`config.mk`:
```
export PLATFORM = sky130hd
export DESIGN_NAME = rr_arb3_code
export DESIGN_NICKNAME = d
export VERILOG_FILES = /design/src/rtl/rr_arb3_code_pkg.sv /design/src/rtl/rr_pick3.sv /design/src/rtl/rr_arb3_code.sv
export SDC_FILE = /design/constraint.sdc
export NUM_CORES = 1
export LEC_CHECK = 0
export ABC_AREA = 1
export BUFFER_PORTS_ARGS = -buffer_cell sky130_fd_sc_hd__clkbuf_2
export CAP_MARGIN = 20
export CORE_UTILIZATION = 25
export CTS_CLUSTER_DIAMETER = 150
export CTS_CLUSTER_SIZE = 40
export DETAILED_ROUTE_END_ITERATION = 6
export SYNTH_ARGS = -nofsm -noshare
export SYNTH_HDL_FRONTEND = slang
export SYNTH_SLANG_ARGS = --single-unit
```
`constraint.sdc`:
```
create_clock -name clk -period 1.3 [get_ports clk]
set_input_delay 0.26 -clock clk [delete_from_list [all_inputs] [get_ports clk]]
set_output_delay 0.26 -clock clk [all_outputs]
set_load 0.03 [all_outputs]
```
`src/rtl/rr_arb3_code_pkg.sv`:
```
// Shared types for the 3-way round-robin arbiter.
// Holds the FSM state enum, the idle code and the requester-to-code map.
package rr_arb3_code_pkg;

    typedef enum logic [1:0] {
        IDLE  = 2'd0,
        GRANT = 2'd1,
        GAP   = 2'd2
    } state_t;

    localparam logic [1:0] CODE_NONE = 2'b00;

    // Requester i is encoded as i+1 so that 00 stays "no owner".
    function automatic logic [1:0] req2code(input logic [1:0] i);
        return i + 2'd1;
    endfunction

endpackage

```
`src/rtl/rr_pick3.sv`:
```
// Combinational round-robin picker for three requesters.
// Ports: req[2:0], last[1:0] in; found, idx[1:0] out.
module rr_pick3 (
    input  logic [2:0] req,
    input  logic [1:0] last,
    output logic       found,
    output logic [1:0] idx
);

    // Search order is last+1, last+2, last (mod 3).
    always_comb begin
        found = |req;
        idx   = 2'd0;
        unique case (last)
            2'd0: begin
                if (req[1])      idx = 2'd1;
                else if (req[2]) idx = 2'd2;
                else             idx = 2'd0;
            end
            2'd1: begin
                if (req[2])      idx = 2'd2;
                else if (req[0]) idx = 2'd0;
                else             idx = 2'd1;
            end
            default: begin
                if (req[0])      idx = 2'd0;
                else if (req[1]) idx = 2'd1;
                else             idx = 2'd2;
            end
        endcase
    end

endmodule

```
`src/rtl/rr_arb3_code.sv`:
```
// Three-requester round-robin arbiter with bounded hold and a 00 gap.
// Ports: clk, rst, req[2:0], done in; code[1:0], busy, tmo out (registered).
module rr_arb3_code
    import rr_arb3_code_pkg::*;
#(
    parameter int HOLD_MAX = 15,
    parameter int CNT_W    = 4
) (
    input  logic       clk,
    input  logic       rst,
    input  logic [2:0] req,
    input  logic       done,
    output logic [1:0] code,
    output logic       busy,
    output logic       tmo
);

    state_t           state, state_n;
    logic [1:0]       last, last_n;
    logic [1:0]       owner, owner_n;
    logic [CNT_W-1:0] cnt, cnt_n;
    logic [1:0]       code_n;
    logic             busy_n;
    logic             tmo_n;
    logic             found;
    logic [1:0]       idx;
    logic             own_req;
    logic             at_max;

    rr_pick3 u_pick (
        .req   (req),
        .last  (last),
        .found (found),
        .idx   (idx)
    );

    assign own_req = req[owner];
    assign at_max  = (cnt == CNT_W'(HOLD_MAX));

    always_ff @(posedge clk or posedge rst) begin
        if (rst) begin
            state <= IDLE;
            last  <= 2'd2;
            owner <= 2'd0;
            cnt   <= '0;
            code  <= CODE_NONE;
            busy  <= 1'b0;
            tmo   <= 1'b0;
        end else begin
            state <= state_n;
            last  <= last_n;
            owner <= owner_n;
            cnt   <= cnt_n;
            code  <= code_n;
            busy  <= busy_n;
            tmo   <= tmo_n;
        end
    end

    always_comb begin
        state_n = state;
        last_n  = last;
        owner_n = owner;
        cnt_n   = cnt;
        code_n  = CODE_NONE;
        busy_n  = 1'b0;
        tmo_n   = 1'b0;
        unique case (state)
            IDLE: begin
                if (found) begin
                    state_n = GRANT;
                    owner_n = idx;
                    code_n  = req2code(idx);
                    busy_n  = 1'b1;
                    cnt_n   = CNT_W'(1);
                end
            end
            GRANT: begin
                if (done || !own_req || at_max) begin
                    state_n = GAP;
                    last_n  = owner;
                    cnt_n   = '0;
                    // done and own request win over the hold limit
                    tmo_n   = !done && own_req;
                end else begin
                    code_n  = code;
                    busy_n  = 1'b1;
                    cnt_n   = cnt + CNT_W'(1);
                end
            end
            GAP: begin
                state_n = IDLE;
            end
            default: begin
                state_n = IDLE;
            end
        endcase
    end

endmodule
```
Word level (Yosys, flattened, before mapping)
Cells that the tools add are included.
{ "classes": {"mul": 0, "n_mux": 23, "order_cmp": 1, "n_reduce_logical": 13, "div": 0, "eq_ne": 5, "bitwise_logic": 0, "n_shift": 0, "add_sub_neg": 2} }
{ "op_table": {"columns": ["operator", "n"], "rows": [
  ["$mux 2", 9],
  ["$pmux 2 s2", 3],
  ["$mux 4", 2],
  ["$pmux 4 s2", 1],
  ["$reduce_and 2->1", 4],
  ["$mux 1", 6],
  ["$add 4x1->4 const B", 1],
  ["$eq 2x1->1 const B", 2],
  ["$eq 4x4->1 const B", 1],
  ["$logic_not 2->1", 2],
  ["$ne 2x2->1 const B", 2],
  ["$lt 2x3->1 const B", 1],
  ["$reduce_or 3->1", 1],
  ["$add 2x1->2 const B", 1],
  ["$bmux 1 s2", 1],
  ["$logic_not 1->1", 2],
  ["$logic_or 1x1->1", 2],
  ["$pmux 1 s2", 1],
  ["$reduce_bool 2->1", 1],
  ["$logic_and 1x1->1", 1]
]} }
{ "word_totals": {"in_bits": 6, "output_inout_bits": 4, "regBits": 14, "ram_bits": 0, "word_cells": 51, "rom_bits": 0, "n_memories": 0, "latch_bits": 0} }

Depth between registers and ports, before layout
Gate-level depths: netlist of the first run.
{ "logic_depth": {"depth_word": 7, "mapped_depth": 7, "ltp_nobuf": 7} }

Modules after synthesis
Synthesis of the first run repeated with hierarchy kept, for this count alone.
{ "unflattened": {"hier_cells": 92, "hier_area_um2": 729.4} }
{ "by_module_without_submodules": {"columns": ["mod", "seq_area_each_um2", "n_inst", "cells_each", "area_each_um2"], "rows": [
  ["rr_arb3_code", 351.6, 1, 76, 663.1],
  ["rr_pick3", 0.0, 1, 16, 66.3]
]} }

Least setup slack after synthesis of the first run
OpenSTA, ideal clock, no wires.
{ "synth_timing": {"path_kind": "register -> register", "from": "reg cnt[0]", "to": "reg cnt[0]", "path_buffers": 0, "arrival_ns": 1.078, "setup_time_ns": 0.069, "t_required_ns": 1.231, "synth_period_minus_slack_ns": 1.146, "path_stages_with_launch": 7, "setup_slack_ns": 0.154, "path_cell_list": "dfrtp_1 > ha_1 > nand3_1 > nand4_2 > nand2_2 > inv_2 > nor2_2"} }
{ "synth_between": {"elab_chain_len": 4, "word_cells_on_any_way": 5, "classes_between": "1 x add/sub; 1 x eq/ne; 2 x mux; 1 x reduce/logical"} }
{ "synth_rtl": {"columns": ["element", "line", "source"], "rows": [
  ["start, declared", "rr_arb3_code.sv:21", "logic [CNT_W-1:0] cnt, cnt_n;"],
  ["start signal, assigned", "rr_arb3_code.sv:53", "cnt <= cnt_n;"],
  ["branches (longest 2 deep; another with $add 4x1->4)", null, null],
  ["$mux 4 (*)", "rr_arb3_code.sv:79", "if (done || !own_req || at_max) begin"],
  ["$pmux 4 s2 (*)", "rr_arb3_code.sv:68", "unique case (state)"]
]} }
Every way passes the cells marked *.
A chain may end at the register's enable or synchronous reset.

Final worst setup path of the first run
{ "layout_timing": {"from": "reg cnt[0]", "to": "reg cnt[2]"} }
Same word-level chain as after synthesis.

==> summary.md, run 1 <==
| Metric | Value |
|---|---|
| Clk_lat worst skew | `0.29 ns` |
| Final nets | `112` |
| Max_cap viols | `0` |
| Drt initial violations | `23` |
| Root Driver | `clkbuf_4` |
| Row count | `19` |
| Vias per inst | `4.844` |
| Pint | `1.030 mW` |
| Final period util | `95.05%` |
| Global-route wire length before repair | `2753 um` |
| CTS tree | `yes` |
| Congestion Overflow GR | `0` |
| Met2 wire length | `842 um` |
| CTS max path bufs | `2` |
| Post-Syn Nets | `97` |
| Total track usage | `11.25%` |
| Synth top cells by count | `nand2_1 (26), dfrtp_1 (13), nand3_1 (11)` |
| GPL Wtd Cong | `0.7766` |
| Clock power share | `17.4%` |
| Vias | `654` |
| Dpl cell area | `835.8 um2` |
| CTS Hold Buffers Added | `0` |
| Peak supply drop | `0.7615 mV` |
| FMAX | `809.3 MHz` |
| Worst r2r src | `cnt[0]` |
| Arrival time worst endpoint | `1.47 ns` |
| Antenna diode count | `0` |
| TritonCTS buffer count | `3` |
| Cells on worst reg2reg path | `6` |
| Final Setup Violations | `0` |
| DP Wirelength | `1205 um` |
| Maximum fanout along the worst path | `5` |
| Violated checks | `hold timing` |
| Synth warn | `0` |
| Pwr dens | `2080 nW/um2` |
| Post-synth cell types | `20` |
| Sequential power share | `39.9%` |
| Share of layout cells above drive strength 1 | `25.96%` |
| Pin count of the biggest net entering global routing | `15` |
| I/O Pins | `10` |
| Net Sw Frac | `44.09%` |
| Area of the mapped netlist | `744.5 um2` |
| Initial antenna violation count | `0` |
| Finished Cell Area | `885.9 um2` |
| Synth top area share | `43.70%` |
| Hold Vio Cnt, Final | `13` |
| Drt pass-1 iters | `5` |
| Final worst slack | `0.06437 ns` |
| H-tree lvl count | `1` |
| WL met3 | `43 um` |
| Startpoint Class | `flip-flop` |
| Setup Buffers After CTS | `0` |
| Leak | `0.4827 nW` |
| CP required | `1.53 ns` |
| Max-slew violation count | `0` |
| Setup crit end kind | `flip-flop` |
| Synth Instances | `90` |
| Final Critical Period | `1.236 ns` |
| Worst Hold Class | `in2async` |
| Vias in the first global route | `662` |
| Status | `finished with violations` |
| Synth Register Bits | `14` |
| Core area | `2781 um2` |
| Post-synth EDFFs | `0` |
| Clk sinks | `14` |
| Post-synthesis area per instance | `8.272 um2` |
| Seq/Total Area, Yosys | `47.23%` |
| DRC viols | `0` |
| Initial Util | `26.77%` |
| Async set-or-reset flop fraction in the synthesized netlist | `100.0%` |
| Place WS | `0.02761 ns` |
| Die Footprint | `3200 um2` |
| Wl on met1 | `677 um` |
| Worst reg-to-reg setup slack | `0.06 ns` |
| Synth top area cells | `dfrtp_1 (44%), nand2_1 (13%), nand3_1 (7.4%)` |
| Clock slew at reported path FFs | `0.09 ns` |
| Fin Hold WS | `-0.02360 ns` |
| Chip width | `56.57 um` |
| Max layer used | `met4` |
| Most common cell in the netlist | `nand2_1` |
| Final worst clock skew | `0.004984 ns` |
| WS Path Type | `reg2reg` |
| Max_slew headroom | `63.97%` |
| Worst-Margin Slew | `0.5399 ns` |
| Die height | `56.57 um` |
| Net Switching | `0.8125 mW` |
| Buffers on Ports | `9` |
| Combinational Power Share | `42.6%` |
| Final Total Pwr | `1.843 mW` |
| Area grow syn2layout | `18.99%` |
| Final wirelength | `1601 um` |
| Top_reg_cell synth | `dfrtp_1` |
| DR WL/cell | `11.86 um` |
| RR Endpoint | `cnt[2]` |
| Synth area leader | `dfrtp_1` |
| Post-DRT Antenna Nets | `0` |
==> per-layer routing <==
metal | global-route usage (%) | vias up
li1 | - | 315
met1 | 12.30 | 318
met2 | 20.34 | 16
met3 | 2.304 | 5
met5 | 0 | -
met4 | 5.575 | 0
==> state kept, by name, summed over array words and instances, names as in the netlist <==
| name | count |
|---|---|
| last | 2 |
| owner | 2 |
| busy | 1 |
| state | 2 |
| code | 2 |
| cnt | 4 |
| tmo | 1 |
==> what timing repair did <==
item	4_1_cts	5_1_grt
resized for setup	0	4
endpoints found under the setup margin	0	11
hold endpoints to repair	0	0
==> per-stage QoR <==
step	utilization [%]	TNS (ns)	std cells	hold slack [ns]
finish	31.85	0	135	-0.02360
global route	31.85	-0.009469	135	0.01735
CTS	31.35	0	135	0.003686
detailed placement	30.05	0	131	0.3097
global placement	30.05	0	131	0.2994
floorplan	-	0	90	0.1485
==> power groups by stage <==
stage | Combinational [mW] | Sequential (mW) | Clock (mW)
3_5_place_dp | 0.769 | 0.741 | 0
3_3_place_gp | 0.754 | 0.735 | 0
2_1_floorplan | 0.499 | 0.794 | 0
5_1_grt | 0.881 | 0.758 | 0.351
6_report | 0.786 | 0.736 | 0.321
4_1_cts | 0.773 | 0.735 | 0.328
==> critical path, stage by stage (launching register included) <==
cell and delay, ns:
dfrtp_1 0.42, ha_1 0.25, nand3_2 0.13, inv_1 0.08
nor2_4 0.15, nand3_1 0.09, nand2_1 0.06
==> cells by family (layout without fill, tap and decap cells) <==
group	after synthesis	count (layout)	share of synthesized area, %
AOI/OAI and AO/OA	7	7	6.555
xor gates and xnor gates	2	2	2.353
adders and majority gates	1	1	1.680
buffers and inverters	12	26	6.051
DFF	14	14	47.23
and+or+nand+nor	54	54	36.13
==> layout by cell type (no fill, tap or decap) <==
| master | count |
|---|---|
| nor2_1 | 7 |
| inv_2 | 2 |
| nand4_1 | 1 |
| nand3_2 | 2 |
| nor2_4 | 1 |
| inv_1 | 10 |
| nor3_1 | 1 |
| dfrtp_1 | 13 |
| dfstp_2 | 1 |
| nor2_8 | 1 |
| clkbuf_2 | 9 |
| nor2_2 | 1 |
| nand2_1 | 26 |
| clkbuf_4 | 3 |
| nand4_4 | 1 |
| ha_1 | 1 |
| nand2_2 | 3 |
| a21oi_4 | 1 |
| o21bai_1 | 1 |
| o21ai_1 | 2 |
| o21ai_0 | 3 |
| buf_4 | 1 |
| clkbuf_8 | 1 |
| nand3_1 | 10 |
| xor2_1 | 2 |
==> final cells by class <==
type,count,area (um2)
clock buffers,4,36.28
multi-input cells,64,361.6
flip-flops and latches,14,351.6
well taps,31,38.79
repair buffers,10,52.55
fillers,290,1896
inverters,12,45.04
==> how the worst max path moves through the flow <==
| stage | slack, ns | endpoint | cells after the start | from |
|---|---|---|---|---|
| finish | 0.06 | cnt[2] | 6 | cnt[0] |
| global route | -0.009 | cnt[3] | 6 | cnt[0] |
| CTS | 0.0001 | cnt[0] | 6 | cnt[0] |
| detailed placement | 0.03 | cnt[0] | 6 | cnt[0] |
| global placement | 0.06 | cnt[0] | 6 | cnt[0] |
| floorplan | 0.15 | cnt[0] | 6 | cnt[0] |
Note: power is estimated with default switching activity, not from simulation.
==> run 2, diff against run 1 <==
- CORE_UTILIZATION: 25 -> 52
- PLACE_DENSITY: default -> 0.73
==> summary.md, run 2 (synthesis gave the netlist of run 1 again) <==
| Metric | Value |
|---|---|
| DP Wirelength | `1043 um (was 1205 um)` |
| Worst-Margin Slew | `0.5334 ns (was 0.5399 ns)` |
| Final wirelength | `1359 um (was 1601 um)` |
| Area grow syn2layout | `15.29% (was 18.99%)` |
| H-tree lvl count | `1 (unchanged)` |
| Hold Path Depth | `4` |
| Antenna diode count | `0 (unchanged)` |
| Vias | `619 (was 654)` |
| Clk sinks | `14 (unchanged)` |
| Status | `completed (was finished with violations)` |
| Clk_lat worst skew | `0.28 ns (was 0.29 ns)` |
| Startpoint Class | `flip-flop (unchanged)` |
| Chip width | `39.84 um (was 56.57 um)` |
| CTS tree | `yes (unchanged)` |
| Setup TNS | `0 ns (unchanged)` |
| Maximum fanout along the worst path | `5 (unchanged)` |
| Setup crit end kind | `flip-flop (unchanged)` |
| Initial antenna violation count | `0 (unchanged)` |
| Leak | `0.4761 nW (was 0.4827 nW)` |
| Pwr dens | `2027 nW/um2 (was 2080 nW/um2)` |
| CTS max path bufs | `2 (unchanged)` |
| Pin count of the biggest net entering global routing | `15 (unchanged)` |
| Total track usage | `21.45% (was 11.25%)` |
| WS Path Type | `reg2reg (unchanged)` |
| Vias in the first global route | `546 (was 662)` |
| Drt pass-1 iters | `4 (was 5)` |
| RSZ-0062 raised after global routing | `false` |
| Post-DRT Antenna Nets | `0 (unchanged)` |
| Buffers on Ports | `9 (unchanged)` |
| Combinational Power Share | `42.9% (was 42.6%)` |
| Arrival time worst endpoint | `1.44 ns (was 1.47 ns)` |
| Worst Hold Endpoint | `tmo` |
| Global-route wire length before repair | `2125 um (was 2753 um)` |
| Max reg flops | `4 (unchanged)` |
| Die height | `39.84 um (was 56.57 um)` |
| Die Footprint | `1587 um2 (was 3200 um2)` |
| Congestion Overflow GR | `0 (unchanged)` |
| Final worst slack | `0.08453 ns (was 0.06437 ns)` |
| GPL Wtd Cong | `0.8295 (was 0.7766)` |
| Core area | `1318 um2 (was 2781 um2)` |
| Setup Buffers After CTS | `0 (unchanged)` |
| Cells on worst reg2reg path | `6 (unchanged)` |
| Initial Util | `56.51% (was 26.77%)` |
| TritonCTS buffer count | `3 (unchanged)` |
| Hold Crit Start | `done` |
| Final period util | `93.50% (was 95.05%)` |
| RR Endpoint | `cnt[2] (unchanged)` |
| CP required | `1.53 ns (about the same)` |
| FMAX | `822.7 MHz (was 809.3 MHz)` |
| Pint | `0.9586 mW (was 1.030 mW)` |
| Clock power share | `14.9% (was 17.4%)` |
| Clock slew at reported path FFs | `0.08 ns (was 0.09 ns)` |
| Vias per inst | `5.202 (was 4.844)` |
| Max-slew violation count | `0 (unchanged)` |
| Root Driver | `clkbuf_4 (unchanged)` |
| Net Switching | `0.7810 mW (was 0.8125 mW)` |
| Drt initial violations | `17 (was 23)` |
| Max_slew headroom | `64.40% (was 63.97%)` |
| Place WS | `0.05190 ns (was 0.02761 ns)` |
| Net Sw Frac | `44.89% (was 44.09%)` |
| Row count | `13 (was 19)` |
| Worst Hold Class | `in2reg (was in2async)` |
| Final Setup Violations | `0 (unchanged)` |
| Max_cap viols | `0 (unchanged)` |
| Share of layout cells above drive strength 1 | `24.04% (was 25.96%)` |
| Hold Vio Cnt, Final | `0 (was 13)` |
| DRC viols | `0 (unchanged)` |
| Final Critical Period | `1.215 ns (was 1.236 ns)` |
| Worst r2r src | `cnt[0] (unchanged)` |
| Most flops, register | `cnt (unchanged)` |
| I/O Pins | `10 (unchanged)` |
| Final worst clock skew | `0.004252 ns (was 0.004984 ns)` |
| Peak supply drop | `1.051 mV (was 0.7615 mV)` |
| Sequential power share | `42.1% (was 39.9%)` |
| Worst reg-to-reg setup slack | `0.08 ns (was 0.06 ns)` |
| DR WL/cell | `11.42 um (was 11.86 um)` |
| Most common cell after layout, fill and taps aside | `nand2_1 (unchanged)` |
| Most frequent cells in the layout | `nand2_1 (26), dfrtp_1 (13), inv_1 (10), nand3_1 (10), clkbuf_2 (9) (unchanged)` |
| Final nets | `112 (unchanged)` |
[run 2: how the worst max path moves through the flow]
stage / from / end / slack [ns] / cells after the start
6_report: cnt[0] / cnt[2] / 0.08 / 6
5_1_grt: cnt[0] / code[0] / 0.006 / 6
4_1_cts: cnt[0] / last[0] / 0.03 / 6
3_5_place_dp: cnt[0] / cnt[0] / 0.05 / 6
3_3_place_gp: cnt[0] / cnt[0] / 0.08 / 6
2_1_floorplan: cnt[0] / cnt[0] / 0.15 / 6
[run 2: timing repair]
action	CTS	global route
hold buffers	1	0
hold endpoints to repair	13	0
resized for setup	0	2
setup endpoints to repair	0	11
[run 2: layout make-up]
| cell class | count | area (um2) |
|---|---|---|
| clock buffers | 4 | 26.28 |
| fillers | 103 | 459.2 |
| inverters | 12 | 45.04 |
| multi-input cells | 64 | 361.6 |
| well taps | 15 | 18.77 |
| flip-flops and latches | 14 | 351.6 |
| repair buffers | 10 | 55.05 |
[run 2: routing by layer]
layer / track usage (%) / wire length (um) / up-vias
met3: 6.818 / 69 / 4
met1: 25.44 / 670 / 283
met5: 0 / 0 / -
li1: - / - / 317
met2: 34.43 / 595 / 15
met4: 10.34 / 24 / 0
[run 2: power by group through the flow]
stage / Clock [mW] / Combinational, mW / Sequential (mW)
after floorplan: 0 / 0.499 / 0.794
after global placement: 0 / 0.721 / 0.737
after detailed placement: 0 / 0.734 / 0.741
after CTS: 0.264 / 0.739 / 0.732
after global routing: 0.277 / 0.851 / 0.755
final: 0.260 / 0.747 / 0.733
[run 2: per-stage QoR]
| stage | total power, mW | instance area, um2 | cells | hold WS [ns] | util [%] |
|---|---|---|---|---|---|
| after global routing | 1.883 | 858.3 | 119 | 0.3023 | 65.15 |
| after detailed placement | 1.475 | 808.3 | 114 | 0.2965 | 61.35 |
| after floorplan | 1.293 | 744.5 | 90 | 0.1485 | - |
| after CTS | 1.735 | 844.6 | 119 | 0.2900 | 64.10 |
| final | 1.740 | 858.3 | 119 | 0.2962 | 65.15 |
| after global placement | 1.458 | 808.3 | 114 | 0.2929 | 61.35 |
[run 2: worst max-delay path, stage by stage (launching register included)]
cell	delay, ns
dfrtp_1	0.42
ha_1	0.24
nand3_2	0.12
inv_1	0.08
nor2_4	0.15
nand3_1	0.09
nand2_1	0.06
==> run 3, diff against run 2 <==
- CTS_BUF_LIST: default -> sky130_fd_sc_hd__clkbuf_8
==> summary.md, run 3 (synthesis gave the netlist of run 1 again) <==
| Metric | Value |
|---|---|
| Most common cell after layout, fill and taps aside | `nand2_1 (unchanged)` |
| Max-slew violation count | `0 (unchanged)` |
| CP required | `1.48 ns (was 1.53 ns)` |
| Clk sinks | `14 (unchanged)` |
| Vias in the first global route | `558 (was 546)` |
| Place WS | `0.05190 ns (unchanged)` |
| Initial antenna violation count | `0 (unchanged)` |
| DRC viols | `0 (unchanged)` |
| Drt pass-1 iters | `4 (unchanged)` |
| Final worst slack | `0.08384 ns (was 0.08453 ns)` |
| Antenna diode count | `0 (unchanged)` |
| Cells on worst reg2reg path | `6 (unchanged)` |
| Worst-Margin Slew | `0.5326 ns (was 0.5334 ns)` |
| Die height | `39.84 um (unchanged)` |
| Clock slew at reported path FFs | `0.06 ns (was 0.08 ns)` |
| FMAX | `822.3 MHz (was 822.7 MHz)` |
| Layout fillers | `101 (was 103)` |
| DP Wirelength | `1043 um (unchanged)` |
| Worst reg-to-reg setup slack | `0.08 ns (about the same)` |
| Share of layout cells above drive strength 1 | `24.27% (was 24.04%)` |
| Initial Util | `56.51% (unchanged)` |
| Finished Cell Area | `867.1 um2 (was 858.3 um2)` |
| Final wirelength | `1368 um (was 1359 um)` |
| Setup TNS | `0 ns (unchanged)` |
| I/O Pins | `10 (unchanged)` |
| CP Cell Sequence | `ha_1 -> nand3_2 -> inv_1 -> nor2_4 -> nand3_1 -> nand2_1 (unchanged)` |
| Peak supply drop | `1.172 mV (was 1.051 mV)` |
| Global-route wire length before repair | `2194 um (was 2125 um)` |
| Final worst clock skew | `0.0007302 ns (was 0.004252 ns)` |
| Final Critical Period | `1.216 ns (was 1.215 ns)` |
| Root Driver | `clkbuf_8 (was clkbuf_4)` |
| CTS tree | `yes (unchanged)` |
| GPL Wtd Cong | `0.8295 (unchanged)` |
| Vias | `612 (was 619)` |
| Maximum fanout along the worst path | `5 (unchanged)` |
| CTS max path bufs | `2 (unchanged)` |
| Max_cap viols | `0 (unchanged)` |
| CTS Hold Buffers Added | `0 (was 1)` |
| CP max stage cell | `dfrtp_1 (unchanged)` |
| Worst Hold Class | `in2async (was in2reg)` |
| Die Footprint | `1587 um2 (unchanged)` |
| Chip width | `39.84 um (unchanged)` |
| Final period util | `93.55% (was 93.50%)` |
| Area of the multi-input gates | `361.6 um2 (unchanged)` |
| Max reg flops | `4 (unchanged)` |
| Reg area | `351.6 um2 (unchanged)` |
| Vias per inst | `5.186 (was 5.202)` |
| Max_slew headroom | `64.45% (was 64.40%)` |
| Congestion Overflow GR | `0 (unchanged)` |
| Final Setup Violations | `0 (unchanged)` |
| Most flops, register | `cnt (unchanged)` |
| Fin Hold WS | `0.02537 ns (was 0.2962 ns)` |
| H-tree lvl count | `1 (unchanged)` |
| DR WL/cell | `11.59 um (was 11.42 um)` |
| Drt initial violations | `15 (was 17)` |
| Status | `completed (unchanged)` |
| Total track usage | `21.93% (was 21.45%)` |
| CP peak stage delay | `0.41 ns (was 0.42 ns)` |
| Core area | `1318 um2 (unchanged)` |
| RSZ-0062 raised after global routing | `false (unchanged)` |
| WS Path Type | `reg2reg (unchanged)` |
| Hold Vio Cnt, Final | `0 (unchanged)` |
| Post-DRT Antenna Nets | `0 (unchanged)` |
| Pwr dens | `2130 nW/um2 (was 2027 nW/um2)` |
| Buffers on Ports | `9 (unchanged)` |
| Arrival time worst endpoint | `1.40 ns (was 1.44 ns)` |
| Most frequent cells in the layout | `nand2_1 (26), dfrtp_1 (13), inv_1 (11), nand3_1 (10), clkbuf_2 (9) (was nand2_1 (26), dfrtp_1 (13), inv_1 (10), nand3_1 (10), clkbuf_2 (9))` |
| Setup crit end kind | `flip-flop (unchanged)` |
| TritonCTS buffer count | `3 (unchanged)` |
| Startpoint Class | `flip-flop (unchanged)` |
| Clk_lat worst skew | `0.24 ns (was 0.28 ns)` |
| Row count | `13 (unchanged)` |
| Leak | `0.4838 nW (was 0.4761 nW)` |
| Dpl cell area | `808.3 um2 (unchanged)` |
| Pin count of the biggest net entering global routing | `15 (unchanged)` |
| Final nets | `111 (was 112)` |
| Post-Route Utilization | `65.81% (was 65.15%)` |
| Area grow syn2layout | `16.47% (was 15.29%)` |
## run 3: worst max-delay path: cells and delay by family, from the launching register on
family | cells | cell delay [ns]
fa+ha+maj | 1 | 0.24
buf+inv | 1 | 0.08
flops | 1 | 0.41
simple gates | 4 | 0.42
## run 3: where the power goes
| group | total, mW | switching (mW) | internal (mW) |
|---|---|---|---|
| sequential | 0.736 | 0.142 | 0.593 |
| clock | 0.362 | 0.153 | 0.209 |
| combinational | 0.749 | 0.503 | 0.246 |
## run 3: layer usage
layer	vias up	global-route usage [%]	share of wire (%)
met3	5	5.114	4.5
met1	279	25.80	49
met2	15	36.89	45
met5	-	0	0
met4	0	10.34	1.7
li1	313	-	-
## run 3: layout make-up
| type | count | area share [%] |
|---|---|---|
| Clock buffer | 3 | 4.762 |
| Sequential cell | 14 | 40.55 |
| Timing Repair Buffer | 9 | 5.195 |
| Tap cell | 15 | 2.165 |
| Multi-Input combinational cell | 64 | 41.70 |
| Inverter | 12 | 5.195 |
| Clock inverter | 1 | 0.4329 |
## run 3: repair_timing
item,CTS,global route
gates resized for setup,0,2
setup endpoints to repair,0,11
setup buffers,0,0
## run 3: stage by stage
stage                     total power [mW]  std cells
after floorplan                      1.293         90
after global placement               1.458        114
after global routing                 1.992        118
final                                1.847        118
after CTS                            1.837        118
after detailed placement             1.475        114
## run 3: worst paths after layout
path                           end     from
setup / recovery            cnt[2]   cnt[0]
hold / removal              cnt[1]      rst
setup reg to reg            cnt[2]   cnt[0]
hold reg to reg            last[1]  last[1]
max in group asynchronous  last[1]      rst
min in group clk               tmo     done
